File: config.mk
export PLATFORM = sky130hd
export DESIGN_NAME = player_state
export DESIGN_NICKNAME = d
export VERILOG_FILES = /design/src/rtl/player_state.sv
export SDC_FILE = /design/constraint.sdc
export NUM_CORES = 1
export LEC_CHECK = 0
export CORE_ASPECT_RATIO = 0.75
export CORE_MARGIN = 3
export CORE_UTILIZATION = 55
export DETAILED_ROUTE_END_ITERATION = 7
export PLACE_DENSITY = 0.79
export SLEW_MARGIN = 20
export SYNTH_ARGS = -nofsm -noshare
export SYNTH_HDL_FRONTEND = slang
export SYNTH_SLANG_ARGS = --single-unit
File: constraint.sdc
create_clock -name clk -period 5.75 [get_ports clk]
set_input_delay 0.8625 -clock clk [delete_from_list [all_inputs] [get_ports clk]]
set_output_delay 0.8625 -clock clk [all_outputs]
set_load 0.02 [all_outputs]
File: src/rtl/player_state.sv
// Player position, aim and single-projectile state for one side of the game.
// Moves and aim steps are accepted only while no shot is in flight.
module player_state (
    input  logic       clk,
    input  logic       reset,
    input  logic       ena,
    input  logic       left_x,
    input  logic       right_x,
    input  logic       left_aim,
    input  logic       right_aim,
    input  logic       shoot_out,
    input  logic [4:0] select,
    input  logic       frame_tick,
    output logic [5:0] pos_x,
    output logic [2:0] aim,
    output logic       shot_active,
    output logic [5:0] shot_x,
    output logic [4:0] shot_y,
    output logic       shot_done,
    output logic       landed,
    output logic       round_start
);

    typedef enum logic [1:0] {
        ST_IDLE   = 2'd0,
        ST_FLIGHT = 2'd1,
        ST_LAND   = 2'd2,
        ST_MISS   = 2'd3
    } state_t;

    localparam logic [5:0] POS_MAX   = 6'd47;
    localparam logic [5:0] POS_START = 6'd24;
    localparam logic [2:0] AIM_MAX   = 3'd6;
    localparam logic [2:0] AIM_START = 3'd3;

    state_t     state_q, state_d;
    logic [5:0] pos_x_q, pos_x_d;
    logic [2:0] aim_q, aim_d;
    logic       shot_active_q, shot_active_d;
    logic [5:0] shot_x_q, shot_x_d;
    logic [4:0] shot_y_q, shot_y_d;
    logic [3:0] dx_q, dx_d;
    logic       shot_done_q, shot_done_d;
    logic       landed_q, landed_d;
    logic       round_start_q, round_start_d;
    logic [6:0] nx_s;

    // Saturating +/-1 step; simultaneous opposite pulses cancel.
    function automatic logic [5:0] step_pos(input logic [5:0] p, input logic dec, input logic inc);
        logic [5:0] r;
        if (dec && !inc && (p != 6'd0)) begin
            r = p - 6'd1;
        end else if (inc && !dec && (p != POS_MAX)) begin
            r = p + 6'd1;
        end else begin
            r = p;
        end
        return r;
    endfunction

    function automatic logic [2:0] step_aim(input logic [2:0] a, input logic dec, input logic inc);
        logic [2:0] r;
        if (dec && !inc && (a != 3'd0)) begin
            r = a - 3'd1;
        end else if (inc && !dec && (a != AIM_MAX)) begin
            r = a + 3'd1;
        end else begin
            r = a;
        end
        return r;
    endfunction

    // Candidate column: 7-bit sum goes negative (bit 6 set) when the shot leaves on the left.
    assign nx_s = {1'b0, shot_x_q} + {{3{dx_q[3]}}, dx_q};

    // Next-state and next-output logic.
    always_comb begin
        state_d       = state_q;
        pos_x_d       = pos_x_q;
        aim_d         = aim_q;
        shot_active_d = shot_active_q;
        shot_x_d      = shot_x_q;
        shot_y_d      = shot_y_q;
        dx_d          = dx_q;
        landed_d      = landed_q;
        shot_done_d   = 1'b0;
        round_start_d = 1'b0;
        if (!ena) begin
            shot_done_d   = 1'b0;
            round_start_d = 1'b0;
        end else begin
            round_start_d = select[1];
            if (select[2]) begin
                state_d       = ST_IDLE;
                pos_x_d       = POS_START;
                aim_d         = AIM_START;
                shot_x_d      = 6'd0;
                shot_y_d      = 5'd0;
                shot_active_d = 1'b0;
                dx_d          = 4'd0;
            end else begin
                case (state_q)
                    ST_IDLE: begin
                        if (shoot_out) begin
                            state_d       = ST_FLIGHT;
                            shot_x_d      = pos_x_q;
                            shot_y_d      = 5'd0;
                            shot_active_d = 1'b1;
                            dx_d          = {1'b0, aim_q} - 4'd3;
                        end else begin
                            state_d = ST_IDLE;
                        end
                        if (select[4]) begin
                            pos_x_d = step_pos(pos_x_q, left_x, right_x);
                        end else begin
                            pos_x_d = pos_x_q;
                        end
                        if (select[3]) begin
                            aim_d = step_aim(aim_q, left_aim, right_aim);
                        end else begin
                            aim_d = aim_q;
                        end
                    end
                    ST_FLIGHT: begin
                        if (!frame_tick) begin
                            state_d = ST_FLIGHT;
                        end else if (nx_s[6] || (nx_s > {1'b0, POS_MAX})) begin
                            state_d       = ST_MISS;
                            shot_active_d = 1'b0;
                            shot_done_d   = 1'b1;
                            landed_d      = 1'b0;
                        end else begin
                            shot_x_d = nx_s[5:0];
                            shot_y_d = shot_y_q + 5'd1;
                            if (shot_y_q == 5'd30) begin
                                state_d       = ST_LAND;
                                shot_active_d = 1'b0;
                                shot_done_d   = 1'b1;
                                landed_d      = 1'b1;
                            end else begin
                                state_d = ST_FLIGHT;
                            end
                        end
                    end
                    ST_LAND, ST_MISS: begin
                        state_d = ST_IDLE;
                    end
                    default: begin
                        state_d       = ST_IDLE;
                        shot_active_d = 1'b0;
                    end
                endcase
            end
        end
    end

    // State and output registers.
    always_ff @(posedge clk or negedge reset) begin
        if (!reset) begin
            state_q       <= ST_IDLE;
            pos_x_q       <= POS_START;
            aim_q         <= AIM_START;
            shot_active_q <= 1'b0;
            shot_x_q      <= 6'd0;
            shot_y_q      <= 5'd0;
            dx_q          <= 4'd0;
            shot_done_q   <= 1'b0;
            landed_q      <= 1'b0;
            round_start_q <= 1'b0;
        end else begin
            state_q       <= state_d;
            pos_x_q       <= pos_x_d;
            aim_q         <= aim_d;
            shot_active_q <= shot_active_d;
            shot_x_q      <= shot_x_d;
            shot_y_q      <= shot_y_d;
            dx_q          <= dx_d;
            shot_done_q   <= shot_done_d;
            landed_q      <= landed_d;
            round_start_q <= round_start_d;
        end
    end

    assign pos_x       = pos_x_q;
    assign aim         = aim_q;
    assign shot_active = shot_active_q;
    assign shot_x      = shot_x_q;
    assign shot_y      = shot_y_q;
    assign shot_done   = shot_done_q;
    assign landed      = landed_q;
    assign round_start = round_start_q;

endmodule

Word level (Yosys, flattened, before mapping) --
Index checks and enable logic that the tools add are counted.
Storage, ports and cells: register bits after elaboration 30, ROM bits 0, logic and storage cells 104, input port bits 14, bits in latches 0, memories 0, output and inout bits 24, memory bits (writable) 0
Cells by class: shift operators 0, muxes and demuxes 44, divide/modulo/power cells 0, bitwise operators 1, reduce and logical (&&, ||, !) cells 31, $add $sub $neg 7, equality and inequality tests 10, magnitude comparators 1, $mul 0
Operators with widths (number):
- 2-to-1 mux 6 bit | 9
- 2-to-1 mux 5 bit | 4
- 2-to-1 mux 1 bit | 15
- 2-to-1 mux 3 bit | 5
- AND reduction 5 bit | 3
- 2-to-1 mux 4 bit | 3
- != test 3 bit, second input constant | 4
- one-hot mux 6 bit (2 select lines) | 1
- nonzero test 3 bit | 4
- one-hot mux 5 bit (2 select lines) | 1
- nonzero test 2 bit | 5
- logical AND 1 bit | 8
- 2-to-1 mux 2 bit | 4
- AND reduction 4 bit | 2
- adder 6 x 7 -> 7 bit | 1
- > comparator 7 x 6 -> 1 bit, second input constant | 1
- adder 6 x 1 -> 6 bit, second input constant | 1
- != test 6 bit, second input constant | 1
- one-hot mux 2 bit (3 select lines) | 1
- nonzero test 6 bit | 1
- subtractor 6 x 1 -> 6 bit, second input constant | 1
- adder 5 x 1 -> 5 bit, second input constant | 1
- equality test 5 bit, second input constant | 1
- equality test 2 bit, second input constant | 2
- other kinds (12) | 15

Depth between registers and ports, before layout --
Gate-level depths: netlist (run 1).
word-level depth 8, gate-level depth with buffers 9, depth with buffers taken out 9

Least setup slack after synthesis (run 1) --
OpenSTA, ideal clock, no wires.
path kind in2reg, from input left_x, to register pos_x_q[5] (netlist: pos_x[5]), setup slack 3.048 ns, data arrival time 2.572 ns, path buffers 0, stages 9, library setup time 0.130 ns, path through inv_1 -> a211oi_2 -> ha_1 -> a21o_1 -> a21oi_1 -> o21ai_0 -> xnor2_1 -> o41ai_1 -> nor2b_1
Between the ends: cells in the longest elaborated chain, start to end 6
RTL lines:
- start: declaration | line 7 | input logic left_x,
- logical AND 1 bit (2 in a row) | line 51 | if (dec && !inc && (p != 6'd0)) begin
- 2-to-1 mux 6 bit | line 51
- 2-to-1 mux 6 bit | line 113 | if (select[4]) begin
- 2-to-1 mux 6 bit | line 102 | case (state_q)
- 2-to-1 mux 6 bit | line 93 | if (select[2]) begin
- end signal: assignment | line 172 | pos_x_q <= pos_x_d;
- end: declaration | line 37 | logic [5:0] pos_x_q, pos_x_d;
Parallel ways exist; a longest one is shown, timed or not. The select of a mux whose other input is x is not followed. A chain may end at the register's enable or synchronous reset.

Worst setup path after layout (run 1) --
Ends and elaborated chain as after synthesis.

==> run metrics, run 1 <==
grt ovf=0; Worst-Skew Late Latency=0.29 ns; Yosys top cell area share=0.297; Sequential Power Share=0.309; Synth cell types=54; WL per Instance=15.8 µm; prevailing post-synth register cell=dfrtp_1; Psw=495 µW; post-synthesis net count=258; largest family of logic cells by synthesized area=compound AO/OA/AOI/OAI gates; Final TNS setup=0 ns; Top Ports=38; Worst EP arrival=3.37 ns; largest net degree at the start of global routing=31; Clk Tree Root Cell=clkbuf_8; HPWL Detailed=3750 µm; area of the multi-input gates=1360 µm²; top post-synthesis cells by count=dfrtp_1, a21oi_1, nor2_1, ha_1, nand2_1; max-cap violations=0; overall power=1.15 mW; Mapped Area=2190 µm²; Die ar.=4780 µm²; drt initial violations=71; Synth Area in Simple Gates=0.149; maximum clock path buffer count=2; Async SR Flop Fraction=1.00; Peak VDD IR=0.229 mV; die height=60.6 µm; crit-path cells=clkdlybuf4s50_1 -> inv_1 -> a211oi_2 -> ha_1 -> a21o_1 -> a21oi_1 -> o21ai_0 -> xnor2_1 -> o41ai_1 -> nor2b_1; Min Clock Period, post-route=3.20 ns; vias in the first global route=1,835; pwr dens=427 nW/µm²; cell family with the largest share of critical-path delay=compound AO/OA/AOI/OAI gates; final WL=4990 µm; crit path capture type=register; Residual DRC=0; internal power=654 µW; largest area contributor in the netlist=dfrtp_1; Max Clk Rate=0.313 GHz; clk_skew=0.00658 ns; fillers=305; CP required=5.92 ns; Slowest-stage cell, CP=a211oi_2; Synth Warn #=0; Post-synth EDFFs=0; cts repair resizes=0; GRT Resource Usage Total=0.239; Setup Viol. Count Final=0; CTS tree=built; Net Sw Frac=0.431; Initial DRT Pass Iterations=4; synth top area cells=dfrtp_1, ha_1, a21oi_1; Post-Synth Adder-Cell Area=0.113; largest fanout on the critical path=8; core footprint=3730 µm²; RSZ-0062 raised after global routing=false; Synth Area in XOR/XNOR=0.0360; Compound-Gate Fraction of Synth Area=0.260; Util after Layout=0.722; NumNets Final=296; leak pwr=1.23 nW; Slew @ Worst Pin=0.611 ns; Die X=78.8 µm; total CTS buffers=5; Via-to-Cell Ratio=5.88; Slew Limit Fails=0; Port-buffer cells=36; Layout area overhead=23.1%; most frequent cell after synthesis=dfrtp_1; Crit Path Class=in2reg; period utilisation layout=0.556; initial core utilization=0.586; row count=19; Reg area=756 µm²; clk sinks=30; Avg Cell Area, Syn=9.68 µm²; first-pass GRT wire length=8830 µm; Clk pwr share=0.158; gp weighted congestion=0.877; outcome=completed; Antenna Cells=0; initial antenna violation count=0; min-delay worst type=reg2reg; Setup Buffers After CTS=0; critical path buffer and inverter count=2; CTS hold repair buffers=0; CP peak stage delay=0.54 ns; vias=1,864; multiplexer share of the synthesized area=0.0640; ANT nets after route=0; combinational power share=0.533; Relative slew margins=0.592; Clock Pin Slew Worst Setup and Hold Paths=0.07 ns; synthesized instance count=226; H-tree Lvls=2; Startpoint Class=input port; share of cells above drive strength 1=0.125; Hold Vio Cnt, Final=0; share of the yosys chip area belonging to registers=0.345; #FFs+latches synth=30
-- worst paths after layout --
kind / startpoint / endpoint / slack (ns) / cells past startpoint
setup / recovery: left_x / pos_x[5]$_DFFE_PN0P_ / 2.55 / 10
hold / removal: landed$_DFFE_PN0P_ / landed$_DFFE_PN0P_ / 0.50 / 1
setup reg to reg: pos_x[3]$_DFFE_PN1P_ / pos_x[5]$_DFFE_PN0P_ / 2.94 / 9
hold reg to reg: landed$_DFFE_PN0P_ / landed$_DFFE_PN0P_ / 0.50 / 1
max in group asynchronous: reset / pos_x[3]$_DFFE_PN1P_ / 4.47 / 2
min in group asynchronous: reset / shot_x[1]$_DFFE_PN0P_ / 0.95 / 2
-- registers in the layout, indices dropped and copies added, names as in the netlist --
signal,count
aim,3
dx_q,4
shot_y,5
round_start,1
shot_active,1
pos_x,6
shot_x,6
landed,1
state_q,2
shot_done,1
-- per-layer routing --
metal	vias to the layer above	routed length, µm	GRT usage
met5	-	0	0
met4	0	105	0.0980
met3	12	232	0.0534
met2	52	2150	0.348
met1	895	2510	0.347
li1	905	-	-
-- cell type report --
type | count | share of cell area
clock buffer | 6 | 0.0307
clock inverter | 2 | 0.00464
inverter | 9 | 0.0125
multi-input combinational | 179 | 0.505
sequential | 30 | 0.281
tap | 52 | 0.0242
timing repair buffer | 39 | 0.142
-- logic make-up (layout without fill, tap and decap cells) --
logic type / count (synthesis) / in the layout
xor gates and xnor gates: 9 / 9
AOI/OAI and AO/OA: 75 / 75
buffers and inverters: 17 / 56
muxes: 11 / 11
DFF: 30 / 30
and+or+nand+nor: 66 / 66
adders and majority gates: 18 / 18
-- power by group through the flow --
stage	sequential [mW]	clock (mW)	combinational, mW
global route	0.368	0.194	0.675
finish	0.355	0.182	0.612
detailed placement	0.358	0	0.607
CTS	0.355	0.187	0.612
global placement	0.354	0	0.595
floorplan	0.391	0	0.391
-- through the flow --
step | hold WS, ns | std cells | instance area, µm² | worst slack [ns]
after floorplan | 0.453 | 226 | 2190 | 3.05
after global placement | 0.471 | 309 | 2600 | 2.38
after detailed placement | 0.484 | 309 | 2600 | 2.29
after CTS | 0.509 | 317 | 2690 | 2.60
after global routing | 0.560 | 317 | 2690 | 2.31
final | 0.498 | 317 | 2690 | 2.55
-- layout by cell type, fill, tap and decap left out, types with 2 or more instances in the layout --
master	n
o211ai_1	2
clkdlybuf4s50_1	36
o22ai_1	2
a21oi_1	21
inv_1	9
o31ai_1	2
a211oi_2	2
mux2_4	6
nand4_1	2
nand2_1	15
a22oi_1	2
and2_1	3
a21o_1	6
o22a_1	3
nor4_1	2
buf_4	3
xnor2_1	5
o21bai_1	2
xor2_1	4
mux2i_1	5
nand3_1	6
o2bb2ai_1	5
nor3_1	5
a211oi_1	3
ha_1	15
dfrtp_1	26
nand2b_1	6
nor2b_1	3
fa_1	3
clkbuf_8	6
nor2_1	17
and3_1	3
dfstp_2	4
o21ai_0	8
(Power assumes the default switching activity.)
==> run 2: changes to the inputs <==
- CORE_UTILIZATION: 55 -> 48
- PLACE_DENSITY: 0.79 -> 0.72
- clock period: 5.75 -> 2.8 ns (I/O delays scaled with it)
==> run 2 against run 1 <==
  * Combinational power rose by 120%
  * First-iteration DRC count is 24% higher
  * Highest routed layer unchanged
  * Critical path depth decreased by 1
  * Non-clock buffer count grew 8
  * Final area grew 3.2%
  * Utilization fell by 6.4 points
  * Critical endpoint is now shot_x[3]$_DFFE_PN0P_
  * Sequential power rose by 100%
==> run metrics, run 2 (same netlist as run 1, synthesis figures left out) <==
row count=20; final WL=5050 µm; Peak VDD IR=0.487 mV; Worst-Skew Late Latency=0.29 ns; drt initial violations=88; worst hold stages=1; period utilisation layout=0.956; CTS hold repair buffers=0; leak pwr=1.27 nW; fillers=363; ANT nets after route=0; largest net degree at the start of global routing=31; max-cap violations=0; Layout area overhead=27.0%; outcome=completed; RSZ-0062 raised after global routing=false; post-route cell area=2780 µm²; Slew @ Worst Pin=0.537 ns; Worst EP arrival=2.85 ns; CTS tree=built; Relative slew margins=0.641; CP required=2.97 ns; Min Clock Period, post-route=2.68 ns; Startpoint Class=register; Setup Viol. Count Final=0; vias=1,850; GRT Resource Usage Total=0.206; share of cells above drive strength 1=0.150; H-tree Lvls=2; Top Ports=38; vias in the first global route=1,833; r2r worst-path depth=9; commonest non-fill, non-tap cell in the layout=clkdlybuf4s50_1; min-delay worst type=reg2reg; initial core utilization=0.517; Via-to-Cell Ratio=5.64; Max Clk Rate=0.374 GHz; pre-CTS setup slack=0.106 ns; Clk Tree Root Cell=clkbuf_8; Crit Path Class=reg2reg; pwr dens=872 nW/µm²; maximum clock path buffer count=2; Antenna Cells=0; grt ovf=0; NumNets Final=304; Clock Pin Slew Worst Setup and Hold Paths=0.07 ns; Slew Limit Fails=0; most frequent cells in the layout=clkdlybuf4s50_1, dfrtp_1, a21oi_1; Residual DRC=0; gp weighted congestion=0.894; flop2flop setup slack=0.12 ns; WL per Instance=15.4 µm; Final TNS setup=0 ns; initial antenna violation count=0; Final WS setup=0.125 ns; HPWL Detailed=3670 µm; Die X=84.0 µm; Port-buffer cells=36; cell area after placement=2660 µm²; clk sinks=30; Initial DRT Pass Iterations=4; total CTS buffers=5; clk_skew=0.00778 ns; first-pass GRT wire length=8920 µm; Hold Vio Cnt, Final=0; die height=64.5 µm; crit path capture type=register; Die ar.=5410 µm²; overall power=2.42 mW; core footprint=4230 µm²; largest fanout on the critical path=7
[run 2: through the flow]
step	instances	utilization	hold slack (ns)
after floorplan	226	-	0.124
after global placement	319	0.628	0.490
after detailed placement	319	0.628	0.493
after CTS	327	0.650	0.513
after global routing	328	0.657	0.542
final	328	0.657	0.505
[run 2: layout make-up]
| cell class | count | area (µm²) | share of cell area |
|---|---|---|---|
| clock buffer | 6 | 82.6 | 0.0297 |
| clock inverter | 2 | 12.5 | 0.00450 |
| inverter | 9 | 33.8 | 0.0122 |
| tap | 55 | 68.8 | 0.0248 |
| sequential | 30 | 756 | 0.272 |
| multi-input combinational | 179 | 1370 | 0.493 |
| timing repair buffer | 47 | 455 | 0.164 |
[run 2: worst paths after layout]
| path | startpoint | end |
|---|---|---|
| setup / recovery | shot_x[0]$_DFFE_PN0P_ | shot_x[3]$_DFFE_PN0P_ |
| hold / removal | landed$_DFFE_PN0P_ | landed$_DFFE_PN0P_ |
| setup reg to reg | shot_x[0]$_DFFE_PN0P_ | shot_x[3]$_DFFE_PN0P_ |
| hold reg to reg | landed$_DFFE_PN0P_ | landed$_DFFE_PN0P_ |
| max in group asynchronous | reset | pos_x[4]$_DFFE_PN1P_ |
| min in group asynchronous | reset | pos_x[0]$_DFFE_PN0P_ |
[run 2: where the power goes]
| group | total (mW) | switching [mW] | internal, mW | leakage (nW) |
|---|---|---|---|---|
| Combinational | 1.33 | 0.693 | 0.634 | 0.836 |
| Sequential | 0.721 | 0.160 | 0.562 | 0.390 |
| Clock | 0.376 | 0.179 | 0.197 | 0.0472 |
| Total | 2.42 | 1.03 | 1.39 | 1.27 |
[run 2: worst max-delay path, cell delays in order (launching register included)]
cell and delay, ns:
dfrtp_1 0.41, ha_1 0.25, fa_1 0.43, a21oi_1 0.15, o22ai_1 0.11, or3_4 0.37, a211oi_4 0.30, a21boi_4 0.09
buf_12 0.15, mux2_4 0.29
[run 2: metal layers]
| metal | up-vias | part of all wire | GRT usage |
|---|---|---|---|
| met3 | 6 | 0.044 | 0.0457 |
| met1 | 874 | 0.52 | 0.302 |
| met5 | - | 0 | 0 |
| met4 | 0 | 0.013 | 0.0663 |
| li1 | 929 | - | - |
| met2 | 41 | 0.42 | 0.300 |
[run 2: timing repair]
item | in CTS | in global routing
endpoints found under the setup margin | 0 | 6
buffers inserted | 0 | 1
gates resized for setup | 0 | 1
